[src/rtl/alu_pkg.sv]
// Shared ALU op-code constants and the multiply/divide sequencer state encoding.
package alu_pkg;

  localparam logic [3:0] ALU_ADD = 4'b0000;
  localparam logic [3:0] ALU_SUB = 4'b0001;
  localparam logic [3:0] ALU_AND = 4'b0010;
  localparam logic [3:0] ALU_OR  = 4'b0011;
  localparam logic [3:0] ALU_XOR = 4'b0100;
  localparam logic [3:0] ALU_MUL = 4'b0101;
  localparam logic [3:0] ALU_DIV = 4'b0110;
  localparam logic [3:0] ALU_SLT = 4'b0111;
  localparam logic [3:0] ALU_SLL = 4'b1000;
  localparam logic [3:0] ALU_SRL = 4'b1001;

  typedef enum logic [1:0] {
    ST_IDLE,
    ST_MUL,
    ST_DIV,
    ST_DONE
  } muldiv_state_e;

endpackage

[src/rtl/muldiv_unit.sv]
// Iterative unsigned multiply (shift-add) / divide (restoring), one bit per cycle.
module muldiv_unit
  import alu_pkg::*;
#(
  parameter int N = 32,
  parameter int M = 4
) (
  input  logic         clk,
  input  logic         rst_n,
  input  logic         start,
  input  logic [M-1:0] alu_decode,
  input  logic [N-1:0] rda,
  input  logic [N-1:0] rdx,
  output logic         busy,
  output logic         done,
  output logic [N-1:0] hi,
  output logic [N-1:0] lo,
  output logic         div_by_zero
);

  localparam int CW = $clog2(N) + 1;

  muldiv_state_e  state;
  logic [CW-1:0]  cnt;
  logic [2*N-1:0] acc;
  logic [2*N-1:0] acc_next;
  logic [N-1:0]   opa;
  logic [N:0]     mul_sum;
  logic [N:0]     div_trial;
  logic           last;

  // acc holds {partial product, multiplier} for MUL and {remainder, dividend/quotient} for DIV
  always_comb begin
    mul_sum   = {1'b0, acc[2*N-1:N]};
    if (acc[0]) mul_sum = {1'b0, acc[2*N-1:N]} + {1'b0, opa};
    div_trial = {acc[2*N-1:N], acc[N-1]} - {1'b0, opa};
    acc_next  = acc;
    case (state)
      ST_MUL: acc_next = {mul_sum, acc[N-1:1]};
      ST_DIV: begin
        if (div_trial[N]) acc_next = {acc[2*N-2:0], 1'b0};
        else              acc_next = {div_trial[N-1:0], acc[N-2:0], 1'b1};
      end
      default: acc_next = acc;
    endcase
    last = (cnt == CW'(N - 1));
  end

  always_ff @(posedge clk or negedge rst_n) begin
    if (!rst_n) begin
      state       <= ST_IDLE;
      cnt         <= '0;
      acc         <= '0;
      opa         <= '0;
      busy        <= 1'b0;
      done        <= 1'b0;
      hi          <= '0;
      lo          <= '0;
      div_by_zero <= 1'b0;
    end else begin
      case (state)
        ST_IDLE: begin
          if (start && alu_decode == M'(ALU_MUL)) begin
            state <= ST_MUL;
            busy  <= 1'b1;
            cnt   <= '0;
            acc   <= {{N{1'b0}}, rdx};
            opa   <= rda;
          end else if (start && alu_decode == M'(ALU_DIV)) begin
            if (rdx == '0) begin
              state       <= ST_DONE;
              done        <= 1'b1;
              hi          <= rda;
              lo          <= '1;
              div_by_zero <= 1'b1;
            end else begin
              state <= ST_DIV;
              busy  <= 1'b1;
              cnt   <= '0;
              acc   <= {{N{1'b0}}, rda};
              opa   <= rdx;
            end
          end
        end
        ST_MUL, ST_DIV: begin
          acc <= acc_next;
          cnt <= cnt + 1'b1;
          if (last) begin
            state       <= ST_DONE;
            busy        <= 1'b0;
            done        <= 1'b1;
            hi          <= acc_next[2*N-1:N];
            lo          <= acc_next[N-1:0];
            div_by_zero <= 1'b0;
          end
        end
        ST_DONE: begin
          state <= ST_IDLE;
          done  <= 1'b0;
        end
        default: begin
          state <= ST_IDLE;
          busy  <= 1'b0;
          done  <= 1'b0;
        end
      endcase
    end
  end

endmodule
[config.mk]
export PLATFORM = sky130hd
export DESIGN_NAME = muldiv_unit
export DESIGN_NICKNAME = d
export VERILOG_FILES = /design/src/rtl/alu_pkg.sv /design/src/rtl/muldiv_unit.sv
export SDC_FILE = /design/constraint.sdc
export NUM_CORES = 1
export LEC_CHECK = 0
export CORE_ASPECT_RATIO = 1.25
export CORE_MARGIN = 4
export CORE_UTILIZATION = 47
export DETAILED_ROUTE_END_ITERATION = 16
export DONT_BUFFER_PORTS = 1
export PLACE_DENSITY_LB_ADDON = 0.15
export SETUP_SLACK_MARGIN = 0.1
export SYNTH_ARGS = -nofsm -noshare
export SYNTH_HDL_FRONTEND = slang
export SYNTH_SLANG_ARGS = --single-unit
[constraint.sdc]
create_clock -name clk -period 3.79 [get_ports clk]
set_clock_uncertainty 0.15 [all_clocks]
set_input_delay 0.379 -clock clk [delete_from_list [all_inputs] [get_ports clk]]
set_output_delay 0.379 -clock clk [all_outputs]
set_load 0.005 [all_outputs]
==> impl_metrics.tcl <==
set metrics [dict create \
    status "complete, but fails checks" \
    violations "negative hold slack" \
    drv_slew 0 \
    yosysTopAreaCellShare 0.333 \
    ys_warn_count 0 \
    setup_violations 0 \
    synth.most_common_cell "nor2_1" \
    ctsLongestPathBuffers 2 \
    portBuffers 0 \
    cp_slowest_cell "or4_4" \
    whs_ns -0.513 \
    track_usage 0.287 \
    drtAntennaViolNets 0 \
    final_cells 1991 \
    die_h_um 193 \
    tightestPinTransition_ns 1.11 \
    ys_seq_area_frac 0.333 \
    rsz0062_at_grt "no" \
    critPathMaxFanout 9 \
    setup_ws_ns 0.256 \
    die_area_um2 30100 \
    clock_latency_ns 0.44 \
    synth_area_leaders "dfrtp_1, ha_1, nor2_1" \
    async_flop_share 1.00 \
    cts_sinks 171 \
    final.period_utilization 0.932 \
    max_freq_mhz 283 \
    cp_cell_sequence "ha_1 > and2_1 > nand3_1 > or4_4 > o31ai_4 > xnor2_4 > buf_4 > mux2_4 > a22oi_1 > o31ai_1" \
    avgSynthCellArea_um2 7.98 \
    path_delay_family "simple AND/OR/NAND/NOR gates" \
    vias 12300 \
    netlist-cell-type-count 75 \
    cts_tree "yes" \
    place_inst 1896 \
    holdBufCountCts 64 \
    regArea_um2 4280 \
    drive_gt1_frac 0.102 \
    slew_headroom 0.254 \
    ys_ff_latch 171 \
    dpl_cell_area_um2 13300 \
    crit_path_max_incr_delay_ns 0.58 \
    hpwl_mm 31.9 \
    hold_path.class "in -> async" \
    drc_errors 0 \
    routed_wl_mm 43.5 \
    worstPathBufferInverterCount 1 \
    cts_buffers 17 \
    io_pins 138 \
    coreArea_um2 26900 \
    final_nets 1776 \
    arrival_ns 3.68 \
    gp_congestion 0.964 \
    grt.overflow.total 0 \
    cp.required_ns 3.94 \
    rows 67 \
    viasPerCell 6.16 \
    finalSetupTns_ns 0 \
    cts.clk_slew.worst_paths_ns 0.07 \
    design_area_um2 14500 \
    antenna_found_initial 0 \
    crit_type "reg -> reg" \
    cts_htree_levels 4 \
    wire_per_inst_um 21.9 \
    die_x_um 156 \
    grt_max_degree 172 \
    num_antenna_cells 0 \
    synthCells 1611 \
    synth_nets 1753 \
    nFillCells 2625 \
    grt_pass1_wl_mm 68.1 \
    first_pass_iters 6 \
    hold_viol 171 \
    pre_cts_slack_ns 0.123 \
    multi_input_area_um2 7960 \
    syn_area_um2 12900 \
    max-cap-violations 0 \
    drtIter0Drc 1013 \
    syn_to_final_growth_pct 13.2 \
    cts-root-buf "clkbuf_16" \
    period_minus_slack_ns 3.53 \
    synth-edff-count 0 \
    cts_setup_buffers 0 \
    endpoint_kind "flop" \
    synth_top_cell_by_area "dfrtp_1" \
    grt_pass1_vias 11900 \
    ys.flop_type "dfrtp_1" \
    start_util 0.478 \
    synthTopCellsByCount "nor2_1, nand2_1, dfrtp_1" \
    worstSetupStartpointType "flop" \
]
[layout make-up]
class / count / area share
Tap cell: 345 / 0.0297
Timing Repair Buffer: 119 / 0.0741
Multi-Input combinational cell: 1270 / 0.547
Sequential cell: 171 / 0.294
Inverter: 55 / 0.0142
Clock inverter: 7 / 0.00791
Clock buffer: 24 / 0.0324
[through the flow]
step,util,hold slack [ns]
finish,0.541,-0.513
global placement,0.494,-0.0620
CTS,0.540,-0.531
detailed placement,0.494,-0.0622
floorplan,-,-0.0666
global route,0.541,-0.534
[per-layer routing]
layer,global-route usage,wire [µm],vias up
met5,0,0,-
met4,0.0771,809,0
met3,0.0651,3660,53
met2,0.443,19700,468
met1,0.408,19300,5894
li1,-,-,5841
[cells by family (layout without fill, tap and decap cells)]
kind of cell | Yosys count | after routing | synth area share
XOR/XNOR | 55 | 55 | 0.0381
AND/OR/NAND/NOR | 547 | 547 | 0.182
multiplexers | 79 | 79 | 0.0692
buffers and inverters | 170 | 205 | 0.0520
flip-flops | 171 | 171 | 0.333
AO/OA/AOI/OAI | 518 | 518 | 0.256
adder cells (fa/ha/maj) | 71 | 71 | 0.0703
[cells in the final DEF, fill, tap and decap left out, drive strengths merged, types with 25 or more instances in the layout]
| cell | instances |
|---|---|
| a31oi | 69 |
| a221o | 34 |
| a21oi | 118 |
| o22ai | 28 |
| xor2 | 25 |
| inv | 54 |
| dfrtp | 171 |
| nor2 | 219 |
| dlygate4sd3 | 64 |
| xnor2 | 30 |
| buf | 55 |
| o21ai | 141 |
| ha | 69 |
| mux2 | 61 |
| nand2 | 213 |
[sequential cells by signal (all words and copies together) (netlist names)]
signal       cells
div_by_zero      1
done             1
acc             64
state            2
lo              32
hi              32
cnt              6
opa             32
busy             1
[path summary, 6_finish.rpt]
check	from	end	slack, ns	depth (start not counted)
min reg2reg	cnt[1]	cnt[1]	0.36	2
max reg2reg	acc[52]	acc[50]	0.26	10
max	acc[52]	acc[50]	0.26	10
max in group asynchronous	rst_n	acc[19]	3.67	0
min in group clk	rdx[0]	acc[0]	0.06	3
min	rst_n	acc[11]	-0.51	0
[repair_timing]
| item | in CTS | in global routing |
|---|---|---|
| hold endpoints to repair | 203 | 171 |
| pin swaps | 0 | 1 |
| resized for setup | 1 | 5 |
| setup endpoints to repair | 2 | 40 |
Power is left out: the tool's default activity adds up to more than one toggle a clock period on the data nets, which glitch-free logic cannot reach.
